**src/rtl/psram_wbuf.sv**
```systemverilog
// Write-posting buffer in front of psram_top: posts writes into a small FIFO, drains them in order,
// and holds reads behind pending writes. Define PSRAM_WBUF_FWD_EN for read-after-write forwarding.
module psram_wbuf #(
    parameter int DEPTH = 4,
    parameter int AW    = 24
) (
    input  logic                       clk_i,
    input  logic                       rst_n_i,
    input  logic                       s_valid_i,
    input  logic [31:0]                s_addr_i,
    input  logic [31:0]                s_wdata_i,
    input  logic [3:0]                 s_wstrb_i,
    output logic [31:0]                s_rdata_o,
    output logic                       s_ready_o,
    output logic                       m_valid_o,
    output logic [31:0]                m_addr_o,
    output logic [31:0]                m_wdata_o,
    output logic [3:0]                 m_wstrb_o,
    input  logic [31:0]                m_rdata_i,
    input  logic                       m_ready_i,
    output logic [$clog2(DEPTH):0]     fifo_cnt_o,
    output logic                       busy_o
);
    localparam int PW = $clog2(DEPTH);

    typedef enum logic [2:0] {ST_IDLE, ST_WR_ACK, ST_RD_WAIT, ST_RD_REQ, ST_RD_ACK} state_t;

    state_t          r_state;
    logic            r_s_ready;
    logic [31:0]     r_rdata;
    logic [AW-1:0]   r_rd_addr;
    logic [AW-1:0]   r_fa [DEPTH];
    logic [31:0]     r_fd [DEPTH];
    logic [3:0]      r_fs [DEPTH];
    logic [PW-1:0]   r_wptr;
    logic [PW-1:0]   r_rptr;
    logic [PW:0]     r_cnt;
    logic            r_dr_vld;

    logic            w_full;
    logic            w_empty;
    logic            w_is_wr;
    logic            w_push;
    logic            w_pop;
    logic            w_dr_start;
    logic            w_rd_req;
    logic            w_fwd_use;
    logic [31:0]     w_fwd_data;
    logic            w_unused;

    assign w_full     = (r_cnt == (PW+1)'(DEPTH));
    assign w_empty    = (r_cnt == '0);
    assign w_is_wr    = (s_wstrb_i != 4'h0);
    assign w_rd_req   = (r_state == ST_RD_REQ);
    assign w_push     = (r_state == ST_IDLE) && s_valid_i && w_is_wr && !w_full;
    assign w_pop      = r_dr_vld && m_ready_i;
    // A fresh entry is only launched from a cycle where m_valid_o was low, giving the mandatory gap.
    assign w_dr_start = !r_dr_vld && !w_empty && !w_rd_req;
    assign w_unused   = ^(s_addr_i >> AW);

`ifdef PSRAM_WBUF_FWD_EN
    logic w_fwd_hit;
    logic w_fwd_full;

    // Later (newer) matching entries overwrite earlier ones, so the newest match wins.
    always_comb begin
        w_fwd_hit  = 1'b0;
        w_fwd_full = 1'b0;
        w_fwd_data = '0;
        for (int k = 0; k < DEPTH; k++) begin
            if (((PW+1)'(k) < r_cnt) &&
                (r_fa[r_rptr + PW'(k)][AW-1:2] == s_addr_i[AW-1:2])) begin
                w_fwd_hit  = 1'b1;
                w_fwd_full = (r_fs[r_rptr + PW'(k)] == 4'hF);
                w_fwd_data = r_fd[r_rptr + PW'(k)];
            end
        end
    end

    assign w_fwd_use = w_fwd_hit && w_fwd_full;
`else
    assign w_fwd_use  = 1'b0;
    assign w_fwd_data = '0;
`endif

    always_ff @(posedge clk_i or negedge rst_n_i) begin
        if (!rst_n_i) begin
            r_state   <= ST_IDLE;
            r_s_ready <= 1'b0;
            r_rdata   <= '0;
        end else begin
            r_s_ready <= 1'b0;
            case (r_state)
                ST_IDLE: begin
                    if (s_valid_i) begin
                        if (w_is_wr) begin
                            if (!w_full) begin
                                r_state   <= ST_WR_ACK;
                                r_s_ready <= 1'b1;
                            end
                        end else if (w_fwd_use) begin
                            r_rdata   <= w_fwd_data;
                            r_state   <= ST_RD_ACK;
                            r_s_ready <= 1'b1;
                        end else begin
                            r_state <= ST_RD_WAIT;
                        end
                    end
                end
                ST_WR_ACK: r_state <= ST_IDLE;
                ST_RD_WAIT: begin
                    if (w_empty && !r_dr_vld) r_state <= ST_RD_REQ;
                end
                ST_RD_REQ: begin
                    if (m_ready_i) begin
                        r_rdata   <= m_rdata_i;
                        r_state   <= ST_RD_ACK;
                        r_s_ready <= 1'b1;
                    end
                end
                ST_RD_ACK: r_state <= ST_IDLE;
                default:   r_state <= ST_IDLE;
            endcase
        end
    end

    always_ff @(posedge clk_i) begin
        if ((r_state == ST_IDLE) && s_valid_i && !w_is_wr) r_rd_addr <= s_addr_i[AW-1:0];
    end

    always_ff @(posedge clk_i or negedge rst_n_i) begin
        if (!rst_n_i) begin
            r_wptr   <= '0;
            r_rptr   <= '0;
            r_cnt    <= '0;
            r_dr_vld <= 1'b0;
        end else begin
            if (w_push) r_wptr <= r_wptr + 1'b1;
            if (w_pop)  r_rptr <= r_rptr + 1'b1;
            if (w_push && !w_pop)      r_cnt <= r_cnt + 1'b1;
            else if (!w_push && w_pop) r_cnt <= r_cnt - 1'b1;
            if (w_pop)           r_dr_vld <= 1'b0;
            else if (w_dr_start) r_dr_vld <= 1'b1;
        end
    end

    always_ff @(posedge clk_i) begin
        if (w_push) begin
            r_fa[r_wptr] <= s_addr_i[AW-1:0];
            r_fd[r_wptr] <= s_wdata_i;
            r_fs[r_wptr] <= s_wstrb_i;
        end
    end

    // Drain and read never overlap, so a simple priority mux is enough; idle bus shows zeros.
    assign m_valid_o  = r_dr_vld || w_rd_req;
    assign m_addr_o   = r_dr_vld ? 32'(r_fa[r_rptr]) : (w_rd_req ? 32'(r_rd_addr) : 32'h0);
    assign m_wdata_o  = r_dr_vld ? r_fd[r_rptr] : 32'h0;
    assign m_wstrb_o  = r_dr_vld ? r_fs[r_rptr] : 4'h0;
    assign s_ready_o  = r_s_ready;
    assign s_rdata_o  = r_rdata;
    assign fifo_cnt_o = r_cnt;
    assign busy_o     = !w_empty || r_dr_vld || w_rd_req;

endmodule

```
**config.mk**
```make
export PLATFORM = sky130hd
export DESIGN_NAME = psram_wbuf
export DESIGN_NICKNAME = d
export VERILOG_FILES = /design/src/rtl/psram_wbuf.sv
export SDC_FILE = /design/constraint.sdc
export NUM_CORES = 1
export LEC_CHECK = 0
export CORE_MARGIN = 10
export CORE_UTILIZATION = 30
export DETAILED_ROUTE_END_ITERATION = 12
export PLACE_DENSITY = 0.6
export SETUP_SLACK_MARGIN = 0.1
export SLEW_MARGIN = 20
export SYNTH_ARGS = -nofsm -noshare
export SYNTH_HDL_FRONTEND = slang
export SYNTH_SLANG_ARGS = --single-unit
```
**constraint.sdc**
```tcl
create_clock -name clk_i -period 8.6 [get_ports clk_i]
set_clock_uncertainty 0.05 [all_clocks]
set_input_delay 1.72 -clock clk_i [delete_from_list [all_inputs] [get_ports clk_i]]
set_output_delay 1.72 -clock clk_i [all_outputs]
set_load 0.02 [all_outputs]
```
==> impl_metrics.ini, run 1 <==
[logic_synthesis]
mappedNetlistArea_um2 = 11700
syn_inst = 545
ys_warn_count = 0
synth_top_area_share_pct = 67.5
synth_top_area_cell = edfxtp_1
syn_avg_cell_area_um2 = 21.5
synth.distinct_cells = 34
synth.ff_latch_count = 308
synth_seq_area_share_pct = 76.9
synth_area_leaders = edfxtp_1, mux4_2, dfrtp_1

[grt]
grt_pass1_vias = 6594
grtUsageMet2_pct = 18.2
grt_max_degree = 62
antenna_found_initial = 1
grtUsageTotal_pct = 11.4
grt_pass1_wl_mm = 41.0
grt_use_met3_pct = 4.95
grt_overflow = 0
grt.met1_usage_pct = 13.8
grt.busiest_layer = met2

[clock_network]
postCtsSetupBuffers = 0
clk_path_buf_depth = 3
cts.htree.levels = 2
clock-root-buffer = clkbuf_16
cts_resized = 0
numCtsBuffers = 36
cts_tree = built
path_clk_slew_ns = 0.06
cts.sinks = 308
clk_latency_ns = 0.52
hold_buffers = 0

[route]
first_pass_iters = 4
wl_mm = 27.2
drc = 0
drtIter0Drc = 338
vias = 5840
vias_per_cell = 4.51
postRouteAntennaNets = 0
wl_per_cell_um = 21.0

[worst_setup_path]
crit_path_max_fanout = 33
slowest_stage = dfrtp_4
cp.arrival_ns = 3.50
worstPathRequired_ns = 6.83
worst_setup_path_start_kind = register
crit_buf_inv = 2
crit_path_max_incr_delay_ns = 0.85
cp_cell_sequence = buf_4 > mux4_2 > a22o_1 > clkdlybuf4s50_1
path_delay_family = buffers and inverters
rrSetupSlack_ns = 5.83
criticalPathCategory = reg -> out
cp-end-kind = output port

[sta]
relSlewSlack_pct = 29.0
worst_slew_pin_slew_ns = 1.06
finalHoldViolCount = 0
setup_violations = 0
fin_hold_ws_ns = 0.448
rsz0062_at_grt = no
tns_ns = 0
min_period_ns = 5.27
min_period_over_period_pct = 61.3
finalMaxSlewViolations = 0
fmax_mhz = 190

[min_path]
hp-class = reg -> reg

[final_layout]
seq_area_um2 = 9040
syn_to_final_growth_pct = 30.1
layout-drive-gt1-share_pct = 20.6
fin_nets = 862
multi_input_area_um2 = 2560
nFillCells = 3488
layout_commonest_cell = edfxtp_1
final_cell_mix = edfxtp_1, clkdlybuf4s50_1, mux4_2

[power_and_ir_drop]
p_leak_uw = 0.00518
power.total_uw = 5320
ir_drop_mv = 0.181
p_per_area_nw_per_um2 = 348

[placement]
io_buffers = 193
gp_congestion = 0.674
dp_hpwl_mm = 15.5

[floorplan]
die_x_um = 218
start_util_pct = 30.4
die_h_um = 218
core_um2 = 38600
io_pins = 210
fp-row-count = 72
die-area_um2 = 47500

[run_status]
status = complete, no violations

[flow_run]
max-cap-violations = 0
-- cell usage after synthesis --
master	n
edfxtp_1	264
mux4_2	60
dfrtp_1	44
and2_1	40
mux2_2	33
a22o_1	24
clkbuf_1	15
buf_2	12
buf_4	8
ha_1	5
inv_1	5
nor2_1	5
xnor2_1	4
nand2_1	3
nand2b_1	2
nand3_1	2
xor2_1	2
a211o_1	1
a211oi_4	1
a31oi_1	1
a32oi_1	1
and2b_2	1
and3b_2	1
conb_1	1
fa_1	1
mux2_4	1
nand3b_1	1
nor2b_1	1
nor3_1	1
nor4_2	1
o21a_1	1
or2_2	1
or3b_2	1
or4b_4	1
-- cells by family after synthesis --
family / after synthesis / synth area share [%]
AOI/OAI and AO/OA: 29 / 2.23
xor gates and xnor gates: 6 / 0.447
other: 1 / 0.0319
muxes: 94 / 14.8
and+or+nand+nor: 61 / 3.25
adders and majority gates: 6 / 0.703
DFF: 308 / 76.9
buffers and inverters: 40 / 1.66
-- power breakdown --
group | leakage, uW | internal (uW) | switching (uW) | total [uW]
combinational | 0.00172 | 933 | 856 | 1790
clock | 0.000516 | 804 | 575 | 1380
sequential | 0.00295 | 1930 | 221 | 2160
-- metal layers --
| metal | vias up | share of wire, % |
|---|---|---|
| met4 | 0 | 1.8 |
| li1 | 2594 | - |
| met5 | - | 0 |
| met2 | 171 | 47 |
| met3 | 43 | 8.4 |
| met1 | 3032 | 43 |
-- registers in the layout, indices dropped and copies added, names as in the netlist --
name	count
r_state	3
s_ready_o	1
s_rdata_o	32
r_fd	128
r_wptr	2
r_fs	16
fifo_cnt_o	3
r_dr_vld	1
r_fa	96
r_rptr	2
r_rd_addr	24
-- per-stage QoR --
stage / util, % / cells / worst slack (ns) / instance area, um^2
6_report: 39.5 / 1296 / 3.33 / 15300
5_1_grt: 39.5 / 1295 / 3.03 / 15300
4_1_cts: 39.5 / 1295 / 3.17 / 15300
3_5_place_dp: 36.8 / 1232 / 3.75 / 14200
3_3_place_gp: 36.8 / 1232 / 3.75 / 14200
2_1_floorplan: - / 552 / 4.17 / 11800
-- path summary, 6_finish.rpt --
kind,start,end,cells after the start
max in group asynchronous,rst_n_i,r_rptr[0]$_DFFE_PN0P_,1
hold reg to reg,r_state[2]$_DFFE_PN0P_,r_state[1]$_DFFE_PN0P_,1
setup / recovery,r_rptr[0]$_DFFE_PN0P_,m_addr_o[22],4
hold / removal,r_state[2]$_DFFE_PN0P_,r_state[1]$_DFFE_PN0P_,1
setup reg to reg,r_state[0]$_DFFE_PN0P_,r_fs[0][3]$_DFFE_PP_,3
min in group asynchronous,rst_n_i,s_rdata_o[30]$_DFFE_PN0P_,1
-- layout make-up --
type / instances / area share [%]
Sequential cell: 308 / 59.2
Multi-Input combinational cell: 204 / 16.7
Timing Repair Buffer: 197 / 12.8
Clock buffer: 50 / 6.51
Tap cell: 518 / 4.24
Clock inverter: 13 / 0.393
Inverter: 5 / 0.123
Antenna cell: 1 / 0.0164
-- worst reg2reg max path, stage by stage (launching register included) --
cell	delay, ns
dfrtp_1	0.43
or4b_4	0.55
a211oi_4	0.40
and2_4	0.93
(Power assumes the default switching activity.)
==> run 2: changes to the inputs <==
--- a/config.mk
+++ b/config.mk
@@ -8,7 +8,7 @@
 export CORE_MARGIN = 10
 export CORE_UTILIZATION = 30
 export DETAILED_ROUTE_END_ITERATION = 12
-export PLACE_DENSITY = 0.6
+export PLACE_DENSITY = 0.62
 export SETUP_SLACK_MARGIN = 0.1
 export SLEW_MARGIN = 20
 export SYNTH_ARGS = -nofsm -noshare
==> constraint.sdc (replaced) <==
create_clock -name clk_i -period 4.5 [get_ports clk_i]
set_clock_uncertainty 0.05 [all_clocks]
set_input_delay 0.9 -clock clk_i [delete_from_list [all_inputs] [get_ports clk_i]]
set_output_delay 0.9 -clock clk_i [all_outputs]
set_load 0.02 [all_outputs]
==> impl_metrics.ini, run 2 (synthesis results as in run 1) <==
[power_and_ir_drop]
ir_drop_mv = 0.347
p_leak_uw = 0.00530
p_sw_share_pct = 30.3
p_clk_share_pct = 26.8
intPower_uw = 7240
switching_power_uw = 3150
pwr-share-seq_pct = 38.3
comb_power_share_pct = 34.9
p_per_area_nw_per_um2 = 670

[grt]
antenna_found_initial = 1
grt_pass1_vias = 6519
grt_overflow = 0
grt_pass1_wl_mm = 39.6
grt_max_degree = 45
grtUsageTotal_pct = 10.9

[clock_network]
hold_buffers = 0
cts_resized = 0
path_clk_slew_ns = 0.06
clk_path_buf_depth = 3
clock-root-buffer = clkbuf_16
cts.htree.levels = 2
cts_tree = built
numCtsBuffers = 36
clk_latency_ns = 0.52
postCtsSetupBuffers = 0
cts.sinks = 308

[sta]
setup_violations = 0
finalMaxSlewViolations = 0
relSlewSlack_pct = 42.9
fin_ws_ns = 0.636
rsz0062_at_grt = no
fmax_mhz = 259
tns_ns = 0
min_period_ns = 3.86
worst_slew_pin_slew_ns = 0.849
finalHoldViolCount = 0
min_period_over_period_pct = 85.9
fin_hold_ws_ns = 0.317

[final_layout]
layout-drive-gt1-share_pct = 22.3
antennaDiodeCount = 0
nFillCells = 3468
layout_commonest_cell = edfxtp_1
fin_nets = 875
final_cell_mix = edfxtp_1, clkdlybuf4s50_1, mux4_2
top_register = r_fd
fin_cells = 1308
finalCoreUtilization_pct = 40.2
syn_to_final_growth_pct = 32.2
largest_reg_flops = 128

[route]
wl_per_cell_um = 20.0
wl_mm = 26.2
vias_per_cell = 4.48
wl_met1_mm = 10.7
postRouteAntennaNets = 0
drtIter0Drc = 202
first_pass_iters = 6
vias = 5855
route.met3.wl_mm = 2.17
drc = 0
dr.max_layer_used = met5
met2_length_mm = 12.7

[run_status]
status = complete, no violations

[flow_run]
max-cap-violations = 0

[worst_setup_path]
cp.arrival_ns = 2.91
crit_path_max_incr_delay_ns = 0.71
worstPathRequired_ns = 3.55
slowest_stage = dfrtp_4
cp-end-kind = output port
worst_setup_path_start_kind = register
crit_path_max_fanout = 28
criticalPathCategory = reg -> out
cp_cell_sequence = buf_12 > mux4_2 > a22o_1 > clkdlybuf4s50_1

[floorplan]
die-area_um2 = 47500
start_util_pct = 30.4
die_h_um = 218
io_pins = 210
fp-row-count = 72
die_x_um = 218
core_um2 = 38600

[placement]
place_ws_ns = 0.921
gp_congestion = 0.674
dp_hpwl_mm = 16.3
dp_cells = 1245
io_buffers = 193

[min_path]
hp-class = in -> async
## run 2: changes by cell type in the layout (fill, tap and decap cells not counted)
cell / before / now
clkbuf_8: 2 / 1
buf_4: 4 / 12
clkinv_1: 6 / 7
bufinv_16: 0 / 3
diode_2: 1 / 0
buf_2: 1 / 0
clkinvlp_4: 1 / 2
clkbuf_1: 11 / 7
buf_12: 0 / 6
## run 2: area by class of cell
| type | instances | area [um^2] | area share [%] |
|---|---|---|---|
| multi-input cells | 204 | 2560 | 16.5 |
| well taps | 518 | 648 | 4.18 |
| repair buffers | 210 | 2130 | 13.7 |
| clock buffers | 45 | 966 | 6.22 |
| clock inverters | 18 | 161 | 1.04 |
| inverters | 5 | 18.8 | 0.121 |
| flip-flops and latches | 308 | 9040 | 58.2 |
## run 2: power by group through the flow
stage	clock [uW]	sequential, uW	combinational (uW)
detailed placement	0	4050	3720
finish	2780	3980	3630
CTS	2870	4000	3740
floorplan	0	4080	2010
global placement	0	4030	3730
global route	2980	4060	3900
## run 2: final timing paths
kind / endpoint / slack (ns) / depth (start not counted) / from
worst max-delay path: m_addr_o[22] / 0.64 / 4 / r_rptr[0]$_DFFE_PN0P_
worst min register to register: r_state[0]$_DFFE_PN0P_ / 0.43 / 1 / r_state[2]$_DFFE_PN0P_
worst max register to register: fifo_cnt_o[2]$_DFFE_PN0P_ / 1.84 / 8 / r_state[0]$_DFFE_PN0P_
min in group clk_i: r_state[0]$_DFFE_PN0P_ / 0.43 / 1 / r_state[2]$_DFFE_PN0P_
max in group asynchronous: r_rptr[0]$_DFFE_PN0P_ / 3.65 / 1 / rst_n_i
worst min-delay path: s_rdata_o[10]$_DFFE_PN0P_ / 0.32 / 1 / rst_n_i
## run 2: metrics by stage
step                area [um^2]  power [uW]
finish                    15500       10400
floorplan                 11800        6090
detailed placement        14400        7780
global placement          14400        7760
CTS                       15500       10600
global route              15500       10900
## run 2: per-layer routing
metal,up-vias,track usage [%]
li1,2618,-
met1,3024,12.8
met2,163,17.8
met3,48,4.20
met4,2,4.26
met5,-,0
## run 2: worst max-delay path, delay by kind of cell, from the launching register on
family | cells | cell delay, ns
compound gates | 1 | 0.24
buf+inv | 2 | 0.86
flops | 1 | 0.71
mux | 1 | 0.55
==> run 3: changes to the inputs <==
--- a/config.mk
+++ b/config.mk
@@ -7,6 +7,8 @@
 export LEC_CHECK = 0
 export CORE_MARGIN = 10
 export CORE_UTILIZATION = 30
+export CTS_BUF_LIST = sky130_fd_sc_hd__clkbuf_4 sky130_fd_sc_hd__clkbuf_8
+export CTS_CLUSTER_SIZE = 40
 export DETAILED_ROUTE_END_ITERATION = 12
 export PLACE_DENSITY = 0.62
 export SETUP_SLACK_MARGIN = 0.1
==> impl_metrics.ini, run 3 (synthesis results as in run 1) <==
[run_status]
status = complete, no violations

[sta]
finalHoldViolCount = 0
min_period_ns = 3.95
rsz0062_at_grt = no
tns_ns = 0
setup_violations = 0
relSlewSlack_pct = 44.8
fmax_mhz = 253
min_period_over_period_pct = 87.8
finalMaxSlewViolations = 0
fin_hold_ws_ns = 0.150
worst_slew_pin_slew_ns = 0.820

[final_layout]
layout_commonest_cell = edfxtp_1
syn_to_final_growth_pct = 30.7
layout-drive-gt1-share_pct = 24.9
largest_reg_flops = 128
nFillCells = 3508
top_register = r_fd
antennaDiodeCount = 0
final_cell_mix = edfxtp_1, clkdlybuf4s50_1, mux4_2
finalCoreUtilization_pct = 39.7
fin_nets = 889
stdcell_area_um2 = 15300

[clock_network]
numCtsBuffers = 49
clk_latency_ns = 0.60
path_clk_slew_ns = 0.06
cts.htree.levels = 2
postCtsSetupBuffers = 0
clock-root-buffer = clkbuf_8
cts_tree = built
hold_buffers = 0
cts.sinks = 308
cts_resized = 0
clk_path_buf_depth = 3

[route]
postRouteAntennaNets = 0
drtIter0Drc = 253
wl_mm = 26.5
vias = 5892
drc = 0
vias_per_cell = 4.42
first_pass_iters = 4
wl_per_cell_um = 19.9

[power_and_ir_drop]
p_per_area_nw_per_um2 = 646
power.total_uw = 9910
p_clk_share_pct = 23.1
p_leak_uw = 0.00525
p_sw_share_pct = 31.5
intPower_uw = 6780
ir_drop_mv = 0.432
pwr-share-seq_pct = 40.3
comb_power_share_pct = 36.6
switching_power_uw = 3130

[floorplan]
io_pins = 210
core_um2 = 38600
fp-row-count = 72
die_x_um = 218
start_util_pct = 30.4
die_h_um = 218
die-area_um2 = 47500

[placement]
dp_hpwl_mm = 16.3
dpl-instance-area_um2 = 14400
gp_congestion = 0.674
io_buffers = 193

[worst_setup_path]
slowest_stage = dfrtp_4
crit_buf_inv = 2
cp.arrival_ns = 3.00
crit_path_max_incr_delay_ns = 0.71
worst_setup_path_start_kind = register
crit_path_max_fanout = 28
crit_start = r_rptr[0]$_DFFE_PN0P_
cp_cell_sequence = buf_12 > mux4_2 > a22o_1 > clkdlybuf4s50_1
criticalPathCategory = reg -> out
worstPathRequired_ns = 3.55
rr_startpoint = r_state[0]$_DFFE_PN0P_
cp-end-kind = output port
rrSetupSlack_ns = 1.85
path_delay_family = buffers and inverters

[grt]
grtUsageTotal_pct = 11.0
antenna_found_initial = 1
grt_max_degree = 45
grt_pass1_vias = 6644
grt_pass1_wl_mm = 40.0
grt_overflow = 0

[min_path]
hp-class = in -> async

[flow_run]
max-cap-violations = 0
## run 3: path summary, 6_finish.rpt
kind | end | cells after the start
setup / recovery | m_addr_o[22] | 4
min in group clk_i | r_state[0]$_DFFE_PN0P_ | 1
max in group asynchronous | r_rptr[1]$_DFFE_PN0P_ | 2
hold reg to reg | r_state[0]$_DFFE_PN0P_ | 1
setup reg to reg | fifo_cnt_o[2]$_DFFE_PN0P_ | 8
hold / removal | s_rdata_o[16]$_DFFE_PN0P_ | 1
## run 3: per-layer routing
| metal | track usage [%] | wire length (um) | vias up |
|---|---|---|---|
| li1 | - | - | 2649 |
| met5 | 0 | 13 | - |
| met3 | 4.97 | 2410 | 38 |
| met4 | 3.61 | 478 | 2 |
| met1 | 12.6 | 10800 | 3018 |
| met2 | 18.1 | 12800 | 185 |
## run 3: final cells by class
| type | instances | area (um^2) | share of cell area [%] |
|---|---|---|---|
| multi-input cells | 204 | 2560 | 16.7 |
| flip-flops and latches | 308 | 9040 | 58.9 |
| well taps | 518 | 648 | 4.22 |
| repair buffers | 211 | 2150 | 14.0 |
| clock buffers | 66 | 808 | 5.27 |
| inverters | 5 | 18.8 | 0.122 |
| clock inverters | 20 | 123 | 0.799 |
## run 3: power by group through the flow
stage / Combinational, uW / Clock (uW) / Sequential, uW
2_1_floorplan: 2010 / 0 / 4080
3_5_place_dp: 3720 / 0 / 4050
4_1_cts: 3740 / 2380 / 4000
5_1_grt: 3900 / 2510 / 4060
6_report: 3630 / 2290 / 3990
3_3_place_gp: 3730 / 0 / 4030
## run 3: metrics by stage
step           setup WS (ns)  std cells
2_1_floorplan          0.888        552
3_3_place_gp           0.947       1245
3_5_place_dp           0.921       1245
4_1_cts                0.417       1331
5_1_grt                0.354       1332
6_report               0.551       1332
